`src/rtl/reset_seq_gen.sv`:
```
// -----------------------------------------------------------------------------
// reset_seq_gen
//
// Purpose
//   Multi-channel reset injector for block and system benches. Drives NUM_CH
//   active-low reset outputs through an IDLE -> ASSERT -> RELEASE -> WAIT
//   sequence, either once (one_shot_req_i) or repeatedly while inject_en_i is
//   held. Hold, period and per-channel release stagger are programmable at
//   run time and are latched when the sequence starts. While a reset is in
//   progress the block presents a default enable vector that bench force
//   logic can apply to the snoop-filter, caching-agent and MR-hint enables.
//
// Ports
//   clk               clock
//   rst_n_cbi         asynchronous, active-low block reset
//   inject_en_i       periodic injection enable (level)
//   one_shot_req_i    single-injection request (pulse, ignored while busy)
//   hold_cycles_i     reset assertion length in cycles (0 behaves as 1)
//   period_cycles_i   gap between last release and next assert (0 behaves as 1)
//   stagger_cycles_i  spacing between successive channel releases
//   ch_mask_i         1 = channel participates in the injection
//   rst_n_out_o       injected resets, active-low
//   busy_o            1 whenever the sequencer is not idle
//   force_active_o    1 from ASSERT entry to RELEASE exit
//   en_force_val_o    EN_DEFAULT while force_active_o=1, else 0
//   inj_cnt_o         number of ASSERT entries, saturating at all-ones
//
// Configuration
//   RESET_SEQ_RAND_HOLD_EN  when defined, a 16-bit Fibonacci LFSR (taps
//                           16,14,13,11, seed 16'hACE1) adds 0-15 random cycles
//                           to every hold. Undefined: hold is exact.
//
// States
//   state      | meaning
//   ST_IDLE    | no sequence in progress, all resets released
//   ST_ASSERT  | masked channels held low for the latched hold length
//   ST_RELEASE | channels released one by one, stagger_q apart
//   ST_WAIT    | gap before the next injection or return to idle
// -----------------------------------------------------------------------------
module reset_seq_gen #(
  parameter int              NUM_CH     = 4,
  parameter int              CNT_W      = 16,
  parameter int              EN_W       = 32,
  parameter logic [EN_W-1:0] EN_DEFAULT = '1,
  parameter int              INJ_CNT_W  = 16
) (
  input  logic                 clk,
  input  logic                 rst_n_cbi,
  input  logic                 inject_en_i,
  input  logic                 one_shot_req_i,
  input  logic [CNT_W-1:0]     hold_cycles_i,
  input  logic [CNT_W-1:0]     period_cycles_i,
  input  logic [CNT_W-1:0]     stagger_cycles_i,
  input  logic [NUM_CH-1:0]    ch_mask_i,
  output logic [NUM_CH-1:0]    rst_n_out_o,
  output logic                 busy_o,
  output logic                 force_active_o,
  output logic [EN_W-1:0]      en_force_val_o,
  output logic [INJ_CNT_W-1:0] inj_cnt_o
);

  // Release countdown must hold (NUM_CH-1)*stagger without wrapping.
  localparam int REL_W = CNT_W + ((NUM_CH > 1) ? $clog2(NUM_CH) : 1);

  typedef enum logic [1:0] {
    ST_IDLE    = 2'd0,
    ST_ASSERT  = 2'd1,
    ST_RELEASE = 2'd2,
    ST_WAIT    = 2'd3
  } state_t;

  state_t                 state_q;
  logic [CNT_W:0]         cnt_q;        // hold / wait down-counter
  logic [REL_W-1:0]       rel_cnt_q;    // cycles remaining until last release
  logic [NUM_CH-1:0]      mask_q;
  logic [CNT_W-1:0]       stagger_q;
  logic [CNT_W-1:0]       period_q;
  logic                   one_shot_q;
  logic [NUM_CH-1:0]      rst_n_out_q;
  logic                   busy_q;
  logic                   force_active_q;
  logic [EN_W-1:0]        en_force_val_q;
  logic [INJ_CNT_W-1:0]   inj_cnt_q;

  logic [CNT_W-1:0]       hold_base_d;
  logic [CNT_W-1:0]       period_base_d;
  logic [CNT_W:0]         hold_load_d;
  logic [CNT_W:0]         period_load_d;
  logic [REL_W-1:0]       stagger_ext_d;
  logic [REL_W-1:0]       rel_last_d;
  logic [REL_W-1:0]       rel_rem_d;
  logic [NUM_CH-1:0]      rel_out_d;
  logic                   assert_start_d;

`ifdef RESET_SEQ_RAND_HOLD_EN
  logic [15:0] lfsr_q;
  logic        lfsr_fb_d;

  assign lfsr_fb_d = lfsr_q[15] ^ lfsr_q[13] ^ lfsr_q[12] ^ lfsr_q[10];
`endif

  assign hold_base_d   = (hold_cycles_i == '0) ? CNT_W'(1) : hold_cycles_i;
  assign period_base_d = (period_q == '0) ? CNT_W'(1) : period_q;

`ifdef RESET_SEQ_RAND_HOLD_EN
  assign hold_load_d = {1'b0, hold_base_d} + {{(CNT_W-3){1'b0}}, lfsr_q[3:0]}
                       - (CNT_W+1)'(1);
`else
  assign hold_load_d = {1'b0, hold_base_d} - (CNT_W+1)'(1);
`endif

  assign period_load_d = {1'b0, period_base_d} - (CNT_W+1)'(1);

  assign stagger_ext_d = {{(REL_W-CNT_W){1'b0}}, stagger_q};
  assign rel_last_d    = REL_W'(NUM_CH-1) * stagger_ext_d;

  // Remaining release time in the cycle being scheduled: full span on RELEASE
  // entry, one less each cycle after that.
  assign rel_rem_d = (state_q == ST_ASSERT) ? rel_last_d : (rel_cnt_q - REL_W'(1));

  // Channel i is released once the remaining span drops to (NUM_CH-1-i)*stagger,
  // i.e. exactly i*stagger cycles after RELEASE entry.
  always_comb begin
    rel_out_d = '1;
    for (int i = 0; i < NUM_CH; i++) begin
      rel_out_d[i] = ~mask_q[i] | (rel_rem_d <= (REL_W'(NUM_CH-1-i) * stagger_ext_d));
    end
  end

  // Both inputs high in IDLE counts as periodic; busy-time one-shots are dropped.
  assign assert_start_d =
      ((state_q == ST_IDLE) && (inject_en_i || one_shot_req_i)) ||
      ((state_q == ST_WAIT) && (cnt_q == '0) && inject_en_i && !one_shot_q);

  always_ff @(posedge clk or negedge rst_n_cbi) begin
    if (!rst_n_cbi) begin
      state_q        <= ST_IDLE;
      cnt_q          <= '0;
      rel_cnt_q      <= '0;
      mask_q         <= '0;
      stagger_q      <= '0;
      period_q       <= '0;
      one_shot_q     <= 1'b0;
      rst_n_out_q    <= '1;
      busy_q         <= 1'b0;
      force_active_q <= 1'b0;
      en_force_val_q <= '0;
      inj_cnt_q      <= '0;
`ifdef RESET_SEQ_RAND_HOLD_EN
      lfsr_q         <= 16'hACE1;
`endif
    end else begin
`ifdef RESET_SEQ_RAND_HOLD_EN
      lfsr_q <= {lfsr_q[14:0], lfsr_fb_d};
`endif
      if (assert_start_d) begin
        state_q        <= ST_ASSERT;
        cnt_q          <= hold_load_d;
        mask_q         <= ch_mask_i;
        stagger_q      <= stagger_cycles_i;
        period_q       <= period_cycles_i;
        one_shot_q     <= ~inject_en_i;
        rst_n_out_q    <= ~ch_mask_i;
        busy_q         <= 1'b1;
        force_active_q <= 1'b1;
        en_force_val_q <= EN_DEFAULT;
        if (inj_cnt_q != '1) begin
          inj_cnt_q <= inj_cnt_q + INJ_CNT_W'(1);
        end
      end else begin
        case (state_q)
          ST_IDLE: begin
            busy_q <= 1'b0;
          end
          ST_ASSERT: begin
            if (cnt_q == '0) begin
              state_q     <= ST_RELEASE;
              rel_cnt_q   <= rel_last_d;
              rst_n_out_q <= rel_out_d;
            end else begin
              cnt_q <= cnt_q - (CNT_W+1)'(1);
            end
          end
          ST_RELEASE: begin
            if (rel_cnt_q == '0) begin
              state_q        <= ST_WAIT;
              cnt_q          <= period_load_d;
              rst_n_out_q    <= '1;
              force_active_q <= 1'b0;
              en_force_val_q <= '0;
            end else begin
              rel_cnt_q   <= rel_cnt_q - REL_W'(1);
              rst_n_out_q <= rel_out_d;
            end
          end
          ST_WAIT: begin
            if (cnt_q == '0) begin
              state_q <= ST_IDLE;
              busy_q  <= 1'b0;
            end else begin
              cnt_q <= cnt_q - (CNT_W+1)'(1);
            end
          end
          default: begin
            state_q        <= ST_IDLE;
            rst_n_out_q    <= '1;
            busy_q         <= 1'b0;
            force_active_q <= 1'b0;
            en_force_val_q <= '0;
          end
        endcase
      end
    end
  end

  assign rst_n_out_o    = rst_n_out_q;
  assign busy_o         = busy_q;
  assign force_active_o = force_active_q;
  assign en_force_val_o = en_force_val_q;
  assign inj_cnt_o      = inj_cnt_q;

endmodule

```
`config.mk`:
```
export PLATFORM = sky130hd
export DESIGN_NAME = reset_seq_gen
export DESIGN_NICKNAME = d
export VERILOG_FILES = /design/src/rtl/reset_seq_gen.sv
export SDC_FILE = /design/constraint.sdc
export NUM_CORES = 1
export LEC_CHECK = 0
export CAP_MARGIN = 20
export CORE_MARGIN = 1.5
export CORE_UTILIZATION = 46
export CTS_CLUSTER_SIZE = 24
export DETAILED_ROUTE_END_ITERATION = 10
export PLACE_DENSITY = 0.76
export SLEW_MARGIN = 20
export SYNTH_ARGS = -nofsm -noshare
export SYNTH_HDL_FRONTEND = slang
export SYNTH_SLANG_ARGS = --single-unit
export TNS_END_PERCENT = 20
```
`constraint.sdc`:
```
create_clock -name clk -period 4.9 [get_ports clk]
set_clock_uncertainty 0.05 [all_clocks]
set_input_delay 0.735 -clock clk [delete_from_list [all_inputs] [get_ports clk]]
set_output_delay 0.735 -clock clk [all_outputs]
set_load 0.02 [all_outputs]
```
==> flow_summary_export.csv, run 1 <==
group,metric,value,unit
outcome,status,"finished clean",
drt,ant_nets,0,
final_layout,regArea,2410,sq um
synthesis,synthSimpleGateAreaFrac,22.8,%
sta,setup_viol,0,
place,dpl.cell_count,1185,
synthesis,synth-edff-count,0,
clock_tree,cts_root_buf,"clkbuf_16",
sta,tightest_slew,0.867,ns
drt,drc_errors,0,
drt,routed_wl,20.2,mm
drt,avgRoutedWirePerCell,16.8,um
sta,drv_slew,0,
grt,grt_pass1_wl,33.2,mm
critical_path,cp-end-kind,"flip-flop",
grt,grt_use_total,23.4,%
drt,vias_per_cell,5.82,
drt,drt_pass1_iterations,5,
synthesis,syn_inst,917,
critical_path,crit_required,5.14,ns
sta,post-route-min-period,4.47,ns
sta,fmax,224,MHz
worst_hold_path,hold_class,"in -> async",
drt,drtIter0Drc,728,
sta,fin_tns_setup,0,ns
final_layout,multi_input_area,4690,sq um
run,drv_cap,0,
synthesis,seq_area_frac_synth,31.5,%
clock_tree,numCtsBuffers,9,
synthesis,muxShareOfSynthArea,0.556,%
place,place_ws,0.514,ns
critical_path,worstSetupStartpoint,"stagger_q[0]",
critical_path,arrival,4.70,ns
synthesis,synth_compound_area_share,20.6,%
floorplanning,coreArea,16100,sq um
floorplanning,start_util,47.6,%
drt,vias,6990,
final_layout,area_delta_synth_final,17.6,%
grt,grt.overflow.total,0,
clock_tree,htree_levels,3,
floorplanning,dieArea,17400,sq um
clock_tree,cts.sinks,96,
final_layout,antenna_cells,0,
sta,period_share,91.1,%
synthesis,ys_ff_latch,96,
sta,hold_ws,0.397,ns
clock_tree,insertion_delay,0.35,ns
clock_tree,cts_resized,0,
final_layout,nets,1106,
critical_path,crit_path_start_kind,"flip-flop",
clock_tree,clk_pin_slew_worst_paths,0.07,ns
sta,rsz0062_at_grt,"false",
final_layout,layout.cells.non_filler,1201,
final_layout,drive_above_1_share,7.31,%
critical_path,r2r_start,"stagger_q[0]",
synthesis,synth_area_leader_cell,"dfrtp_1",
synthesis,syn-cell-area,7640,sq um
synthesis,synth_top_family_by_area,"simple AND/OR/NAND/NOR gates",
clock_tree,cts_tree,"yes",
floorplanning,die_x,132,um
synthesis,synthFlopType,"dfrtp_1",
clock_tree,cts_hold_buf,0,
floorplanning,pin_count,110,
synthesis,synth_top_area_share,30.1,%
synthesis,syn_nets,1043,
floorplanning,rows,46,
synthesis,synth_cell_type_count,86,
place,hpwlAfterDp,15.6,mm
synthesis,synth_area_per_cell,8.34,sq um
place,place_congestion,0.935,
floorplanning,die_h,132,um
synthesis,yosys-top-cells-area,"dfrtp_1, ha_1, nand2_1, o21ai_0, a21oi_1",
clock_tree,clock_path_buffers,2,
critical_path,critPathKind,"reg -> reg",
synthesis,synthXorXnorAreaFrac,5.61,%
synthesis,synth-async-reset-ratio,100,%
grt,grt_pass1_vias,6406,
sta,slew_headroom,42.2,%
grt,grt_max_degree,56,
synthesis,yosysWarnings,0,
clock_tree,postCtsSetupBuffers,0,
place,port_buffers,109,
synthesis,synthAdderAreaFrac,11.6,%
final_layout,n_fill_cell,1433,
sta,final_hold_viol_count,0,
sta,setup_ws,0.434,ns
grt,antenna_found_initial,0,
critical_path,path_max_fanout,7,
==> Yosys cell counts (5+ instances only) <==
library cell  number
xor2_1            24
nand2b_1           7
and3_1            12
nor2b_1           10
nor2_1            57
a31oi_1            8
dfrtp_1           92
a211oi_1           6
xnor2_1           25
a21boi_0           5
buf_4             34
nand4_1           13
inv_1             35
a21oi_1           60
o31ai_1            5
nor4_1            16
ha_1              69
or3_1              5
clkbuf_1          26
or2_2              7
and2_1             8
nand3_1           17
o21ai_0           77
nor3_1            16
nand2_1          152
o21a_1             8
a21o_1            16
==> flip-flops by register name, indices dropped and copies added (netlist names) <==
register,count
rel_cnt_q,18
cnt_q,17
inj_cnt_o,16
period_q,16
stagger_q,16
mask_q,4
rst_n_out_o,4
state_q,2
busy_o,1
en_force_val_o,1
one_shot_q,1
==> final cells by class <==
cell class              instances  share of cell area (%)
multi-input cells             717                    52.2
flip-flops and latches         96                    26.8
repair buffers                121                    13.1
well taps                     216                    3.01
clock buffers                  10                    2.66
inverters                      35                    1.46
clock inverters                 6                   0.807
==> cell families (layout without fill, tap and decap cells) <==
group	Yosys count	after routing
adders and majority gates	70	70
muxes	4	4
and+or+nand+nor	353	353
AOI/OAI and AO/OA	241	241
buffers and inverters	104	172
DFF	96	96
xor gates and xnor gates	49	49
==> cells in the final DEF (no fill, tap or decap), types with 6 or more instances in the layout <==
cell,Yosys,final
clkdlybuf4s50_1,0,108
a21o_1,16,16
a211oi_1,6,6
nand2b_1,7,7
ha_1,69,69
dfrtp_1,92,92
nor4_1,16,16
clkbuf_16,0,9
o21ai_0,77,77
a31oi_1,8,8
a21oi_1,60,60
nand4_1,13,13
xnor2_1,25,25
xor2_1,24,24
and3_1,12,12
buf_4,34,13
nor2_1,57,57
nand2_1,152,152
o21a_1,8,8
or2_2,7,7
nor2b_1,10,9
inv_1,35,35
and2_1,8,8
nand3_1,17,17
nor3_1,16,16
==> worst max-delay path, cell delays in order, from the launching register on <==
cell and delay (ns):
dfrtp_1 0.46, ha_1 0.23, inv_1 0.07, fa_1 0.20, nor2b_1 0.07, o311a_1 0.34
or4_1 0.42, a31oi_1 0.26, o21bai_1 0.09, a21oi_1 0.17, xor2_1 0.13, a21oi_1 0.44
ha_1 0.35, nand4_1 0.12, nor2_1 0.08, a211oi_1 0.25, nand2_1 0.09, o221ai_1 0.18
a21oi_1 0.09, o2111a_1 0.23, nor2_1 0.10
==> metrics by stage <==
step           area [sq um]  utilization, %
2_1_floorplan          7640               -
6_report               8990            56.0
3_3_place_gp           8680            54.0
5_1_grt                8990            56.0
3_5_place_dp           8680            54.0
4_1_cts                8990            56.0
==> path summary, 6_finish.rpt <==
check	to	slack (ns)	depth (start not counted)
worst max-delay path	rst_n_out_o[1]	0.43	20
worst min-delay path	rel_cnt_q[10]	0.40	1
worst max register to register	rst_n_out_o[1]	0.43	20
worst min register to register	mask_q[2]	0.43	2
max in group asynchronous	rst_n_out_o[1]	3.38	2
min in group clk	mask_q[2]	0.43	2
==> metal layers <==
metal | global-route usage (%) | part of all wire [%]
met1 | 34.0 | 47
met2 | 35.1 | 44
met3 | 4.27 | 7.9
met4 | 7.53 | 1.9
met5 | 0 | 0
Power of run 1 is left out: the tool's default activity adds up to more than one toggle a clock period on the data nets, which glitch-free logic cannot reach.
==> inputs of run 2 (changes only) <==
--- a/config.mk
+++ b/config.mk
@@ -5,14 +5,15 @@
 export SDC_FILE = /design/constraint.sdc
 export NUM_CORES = 1
 export LEC_CHECK = 0
+export ABC_AREA = 1
 export CAP_MARGIN = 20
 export CORE_MARGIN = 1.5
 export CORE_UTILIZATION = 46
 export CTS_CLUSTER_SIZE = 24
 export DETAILED_ROUTE_END_ITERATION = 10
 export PLACE_DENSITY = 0.76
-export SLEW_MARGIN = 20
+export SLEW_MARGIN = 10
 export SYNTH_ARGS = -nofsm -noshare
 export SYNTH_HDL_FRONTEND = slang
 export SYNTH_SLANG_ARGS = --single-unit
-export TNS_END_PERCENT = 20
+export TNS_END_PERCENT = 10
==> flow_summary_export.csv, run 2 <==
group,metric,value,unit
outcome,status,"finished clean",
clock_tree,htree_levels,3,
synthesis,yosys-top-cells-area,"dfrtp_1, nand2_1, ha_1, inv_1, nand3_1",
clock_tree,cts_tree,"yes",
synthesis,yosysWarnings,0,
grt,grt_pass1_vias,7394,
power_and_ir_drop,p_switching,0.377,mW
sta,slew_headroom,35.8,%
synthesis,synth.most_common_cell,"nand2_1",
sta,final_hold_viol_count,0,
place,port_buffers,109,
drt,avgRoutedWirePerCell,14.9,um
floorplanning,rows,48,
power_and_ir_drop,clockPowerShare,45.6,%
synthesis,synth_area_leader_cell,"dfrtp_1",
synthesis,syn_nets,1329,
critical_path,crit_path_top_delay_cell,"dfrtp_1",
final_layout,regMostFlops,"rel_cnt_q",
sta,fmax,259,MHz
critical_path,crit_path_start_kind,"flip-flop",
clock_tree,cts_resized,0,
power_and_ir_drop,p_sw_share,23.9,%
power_and_ir_drop,p_per_area,165,nW/um^2
drt,routed_wl,22.4,mm
drt,drtIter0Drc,622,
final_layout,antenna_cells,0,
clock_tree,numCtsBuffers,9,
sta,period_share,78.7,%
synthesis,syn_inst,1203,
sta,rsz0062_at_grt,"false",
critical_path,crit_top_cell,"nand2_1",
grt,grt_use_total,24.8,%
clock_tree,insertion_delay,0.36,ns
synthesis,ys_ff_latch,96,
sta,post-route-min-period,3.86,ns
floorplanning,coreArea,17400,sq um
final_layout,drive_above_1_share,6.28,%
clock_tree,cts_hold_buf,0,
power_and_ir_drop,pwr-share-seq,50.1,%
final_layout,final_common_cell,"nand2_1",
critical_path,cp_top_family,"simple AND/OR/NAND/NOR gates",
drt,vias_per_cell,5.28,
sta,tightest_slew,0.963,ns
critical_path,slowest_delay,0.47,ns
final_layout,area_delta_synth_final,15.9,%
critical_path,arrival,4.10,ns
clock_tree,clk_pin_slew_worst_paths,0.07,ns
power_and_ir_drop,p_leak,4.76,nW
sta,setup_viol,0,
critical_path,regToRegSetupSlack,1.04,ns
critical_path,crit_required,5.14,ns
synthesis,synth_cell_type_count,51,
synthesis,syn-cell-area,8250,sq um
synthesis,synthFlopType,"dfrtp_1",
synthesis,synth-edff-count,0,
final_layout,largest_register_ff_count,18,
power_and_ir_drop,intPower,1.20,mW
critical_path,crit_buf_inv,3,
place,hpwlAfterDp,17.7,mm
grt,grt.overflow.total,0,
critical_path,path_max_fanout,6,
floorplanning,start_util,47.4,%
final_layout,nets,1394,
synthesis,synth_top_area_share,27.9,%
drt,ant_nets,0,
clock_tree,cts.sinks,96,
drt,vias,7905,
floorplanning,dieArea,18700,sq um
floorplanning,die_x,137,um
floorplanning,die_h,137,um
critical_path,crit_chain,"ha_1, inv_1, fa_1, inv_1, nand3_1, nand2_1, nand2_1, nand2_1, xor2_1, nand2_1, nand2_1, inv_1, ha_1, nand2_1, nor2_1, o211ai_1, nand4_1, nand2_1, a21oi_1, o21ai_0, nand2_1, nand3_1, nand3_1, nand2_1",
final_layout,final_cell_mix,"nand2_1, inv_1, nor2_1, clkdlybuf4s50_1, dfrtp_1",
power_and_ir_drop,combPwrFrac,4.2,%
grt,grt_max_degree,89,
clock_tree,postCtsSetupBuffers,0,
drt,drc_errors,0,
grt,grt_pass1_wl,36.1,mm
clock_tree,clock_path_buffers,2,
synthesis,synth-async-reset-ratio,100,%
final_layout,largest_registers,"rel_cnt_q x18, cnt_q x17",
clock_tree,cts_root_buf,"clkbuf_16",
synthesis,synth_area_per_cell,6.86,sq um
sta,fin_tns_setup,0,ns
drt,drt_pass1_iterations,5,
sta,drv_slew,0,
synthesis,seq_area_frac_synth,29.2,%
run,drv_cap,0,
power_and_ir_drop,ir_drop,0.167,mV
synthesis,ys_top_cells_by_count,"nand2_1, inv_1, nor2_1, dfrtp_1, nand3_1",
critical_path,cp-end-kind,"flip-flop",
power_and_ir_drop,fin_total_pwr,1.58,mW
worst_hold_path,hold_class,"in -> async",
grt,antenna_found_initial,0,
critical_path,critPathKind,"reg -> reg",
floorplanning,pin_count,110,
place,place_congestion,0.961,
==> run 2: changes by cell type in the layout (fill, tap and decap cells not counted), moves of 11 or more <==
cell,delta
xnor2_1,-14
and3_1,-12
nor2_1,+53
inv_1,+92
nand3_1,+67
nand2_1,+222
nor2_2,+11
a21oi_1,-23
a21o_1,-11
==> run 2: kinds of logic after synthesis <==
group | share of synthesized area, %
xor+xnor | 3.19
simple gates | 35.2
mux | 0.258
flops | 29.2
fa+ha+maj | 10.7
buf+inv | 10.9
compound gates | 10.5
==> run 2: area by class of cell <==
class / instances / area [sq um]
fill: 1665 / 7860
tap: 225 / 282
sequential: 96 / 2410
inverter: 136 / 515
multi-input combinational: 913 / 4940
timing repair buffer: 112 / 1110
clock buffer: 10 / 239
clock inverter: 6 / 57.6
==> run 2: layer usage <==
layer	vias to the layer above	routed length (um)	global-route usage, %
met5	-	0	0
met4	0	686	10.4
met3	49	999	3.70
met2	227	10200	39.7
met1	3627	10500	33.5
li1	4002	-	-
==> run 2: path summary, 6_finish.rpt <==
| path | startpoint | end | cells after the start |
|---|---|---|---|
| setup / recovery | stagger_q[0] | rst_n_out_o[2] | 24 |
| hold / removal | rst_n_cbi | cnt_q[13] | 1 |
| setup reg to reg | stagger_q[0] | rst_n_out_o[2] | 24 |
| hold reg to reg | busy_o | busy_o | 2 |
| max in group asynchronous | rst_n_cbi | rel_cnt_q[9] | 2 |
| min in group clk | busy_o | busy_o | 2 |
==> run 2: metrics by stage <==
stage	util [%]	worst slack, ns	hold slack (ns)	std cells	cell area, sq um
after floorplan	-	1.71	0.386	1203	8250
after global placement	53.2	1.26	0.405	1482	9260
after detailed placement	53.2	1.13	0.412	1482	9260
after CTS	54.9	1.13	0.429	1498	9560
after global routing	54.9	0.640	0.453	1498	9560
final	54.9	1.04	0.412	1498	9560
==> run 2: power groups by stage <==
stage / combinational (mW) / sequential, mW / clock [mW]
4_1_cts: 0.0679 / 0.792 / 0.736
6_report: 0.0670 / 0.792 / 0.721
3_5_place_dp: 0.0676 / 0.807 / 0
5_1_grt: 0.0730 / 0.792 / 0.758
2_1_floorplan: 0.00191 / 0.808 / 0
3_3_place_gp: 0.0676 / 0.807 / 0
==> run 2: worst register-to-register path: stages (launching register included) <==
cell and delay (ns):
dfrtp_1 0.47, ha_1 0.26, inv_1 0.07, fa_1 0.42
inv_1 0.10, nand3_1 0.09, nand2_1 0.14, nand2_1 0.07
nand2_1 0.11, xor2_1 0.35, nand2_1 0.09, nand2_1 0.10
inv_1 0.09, ha_1 0.30, nand2_1 0.07, nor2_1 0.19
o211ai_1 0.14, nand4_1 0.11, nand2_1 0.05, a21oi_1 0.12
o21ai_0 0.09, nand2_1 0.09, nand3_1 0.07, nand3_1 0.10
nand2_1 0.06
(Power assumes the default switching activity.)
==> inputs of run 3 (changes only) <==
==> constraint.sdc (replaced) <==
create_clock -name clk -period 3.91 [get_ports clk]
set_clock_uncertainty 0.05 [all_clocks]
set_input_delay 0.5865 -clock clk [delete_from_list [all_inputs] [get_ports clk]]
set_output_delay 0.5865 -clock clk [all_outputs]
set_load 0.02 [all_outputs]
==> flow_summary_export.csv, run 3 (synthesized netlist as in run 2, its figures left out) <==
group,metric,value,unit
floorplanning,coreArea,17400,sq um
sta,post-route-min-period,3.54,ns
final_layout,largest_registers,"rel_cnt_q x18, cnt_q x17",
power_and_ir_drop,fin_total_pwr,2.09,mW
floorplanning,die_x,137,um
place,hpwlAfterDp,18.1,mm
drt,drtIter0Drc,574,
sta,fmax,282,MHz
final_layout,layout.cells.non_filler,1507,
grt,grt_pass1_wl,37.3,mm
outcome,status,"finished clean",
floorplanning,pin_count,110,
sta,slew_headroom,39.6,%
grt,grt_pass1_vias,7417,
clock_tree,cts_root_buf,"clkbuf_16",
grt,antenna_found_initial,0,
final_layout,final_common_cell,"nand2_1",
place,port_buffers,109,
drt,vias_per_cell,5.28,
power_and_ir_drop,p_per_area,216,nW/um^2
sta,setup_ws,0.367,ns
drt,routed_wl,23.0,mm
clock_tree,cts_tree,"yes",
critical_path,arrival,3.79,ns
clock_tree,htree_levels,3,
critical_path,cp-end-kind,"flip-flop",
grt,grt_max_degree,70,
floorplanning,start_util,47.4,%
critical_path,path_max_fanout,3,
sta,period_share,90.6,%
critical_path,critPathKind,"reg -> reg",
clock_tree,insertion_delay,0.36,ns
drt,ant_nets,0,
clock_tree,numCtsBuffers,9,
power_and_ir_drop,p_leak,4.82,nW
worst_hold_path,hold_class,"in -> async",
clock_tree,postCtsSetupBuffers,0,
sta,setup_viol,0,
floorplanning,dieArea,18700,sq um
clock_tree,clk_pin_slew_worst_paths,0.08,ns
final_layout,final_core_util,55.5,%
floorplanning,rows,48,
run,drv_cap,0,
final_layout,largest_register_ff_count,18,
clock_tree,cts_hold_buf,0,
final_layout,area_delta_synth_final,17.1,%
drt,drc_errors,0,
final_layout,antenna_cells,0,
drt,vias,7957,
grt,grt_use_total,25.7,%
power_and_ir_drop,ir_drop,0.206,mV
sta,final_hold_viol_count,0,
place,place_ws,0.313,ns
place,place_congestion,0.955,
clock_tree,clock_path_buffers,2,
final_layout,drive_above_1_share,7.02,%
critical_path,crit_required,4.16,ns
floorplanning,die_h,137,um
sta,rsz0062_at_grt,"false",
clock_tree,cts.sinks,96,
drt,avgRoutedWirePerCell,15.3,um
sta,fin_tns_setup,0,ns
final_layout,nets,1403,
final_layout,regMostFlops,"rel_cnt_q",
final_layout,final_cell_mix,"nand2_1, inv_1, nor2_1, clkdlybuf4s50_1, dfrtp_1",
place,dpl.cell_count,1491,
sta,drv_slew,0,
drt,drt_pass1_iterations,5,
sta,tightest_slew,0.905,ns
clock_tree,cts_resized,0,
grt,grt.overflow.total,0,
critical_path,crit_path_start_kind,"flip-flop",
-- run 3: cell types whose count changed in the layout (fill, tap and decap cells not counted), sizes merged --
cell / delta
buf: +9
bufinv: +2
clkbuf: -1
clkinv: +3
clkinvlp: -1
inv: -3
-- run 3: final cells by class --
cell class / count / area [sq um]
Clock buffer: 9 / 225
Clock inverter: 7 / 105
Fill cell: 1692 / 7750
Inverter: 136 / 515
Multi-Input combinational cell: 913 / 4950
Sequential cell: 96 / 2410
Tap cell: 225 / 282
Timing Repair Buffer: 121 / 1180
-- run 3: worst paths after layout --
kind	start	endpoint	slack [ns]	depth (start not counted)
max in group asynchronous	rst_n_cbi	inj_cnt_o[11]	2.75	2
max reg2reg	stagger_q[1]	rst_n_out_o[2]	0.37	24
min reg2reg	mask_q[0]	mask_q[0]	0.43	2
min	rst_n_cbi	cnt_q[11]	0.31	1
max	stagger_q[1]	rst_n_out_o[2]	0.37	24
min in group clk	mask_q[0]	mask_q[0]	0.43	2
-- run 3: through the flow --
| stage | instance area, sq um | hold WS, ns |
|---|---|---|
| final | 9660 | 0.307 |
| after global routing | 9660 | 0.393 |
| after CTS | 9660 | 0.349 |
| after detailed placement | 9330 | 0.413 |
| after global placement | 9330 | 0.403 |
| after floorplan | 8250 | 0.241 |
-- run 3: layer usage --
| layer | wire [um] | track usage [%] | up-vias |
|---|---|---|---|
| met5 | 0 | 0 | - |
| met4 | 538 | 8.60 | 0 |
| met3 | 1290 | 4.11 | 40 |
| met2 | 10600 | 41.4 | 241 |
| met1 | 10600 | 35.0 | 3666 |
| li1 | - | - | 4010 |
-- run 3: critical path: stages (launching register included) --
cell and delay, ns:
dfrtp_1 0.39, ha_1 0.20, inv_1 0.06, fa_1 0.40
inv_1 0.09, nand3_1 0.08, nand2_1 0.13, nand2_1 0.06
nand2_1 0.11, xor2_1 0.31, nand2_1 0.08, nand2_1 0.10
inv_1 0.08, ha_1 0.29, nand2_1 0.07, nor2_1 0.21
o211ai_1 0.13, nand4_1 0.10, nand2_1 0.05, a21oi_1 0.11
o21ai_0 0.09, nand2_1 0.07, nand3_1 0.08, nand3_1 0.07
nand2_1 0.05
-- run 3: power breakdown --
| part | total [mW] | switching (mW) | internal (mW) |
|---|---|---|---|
| registers | 0.992 | 0 | 0.992 |
| clock network | 1.01 | 0.441 | 0.569 |
| logic | 0.0826 | 0.0324 | 0.0502 |
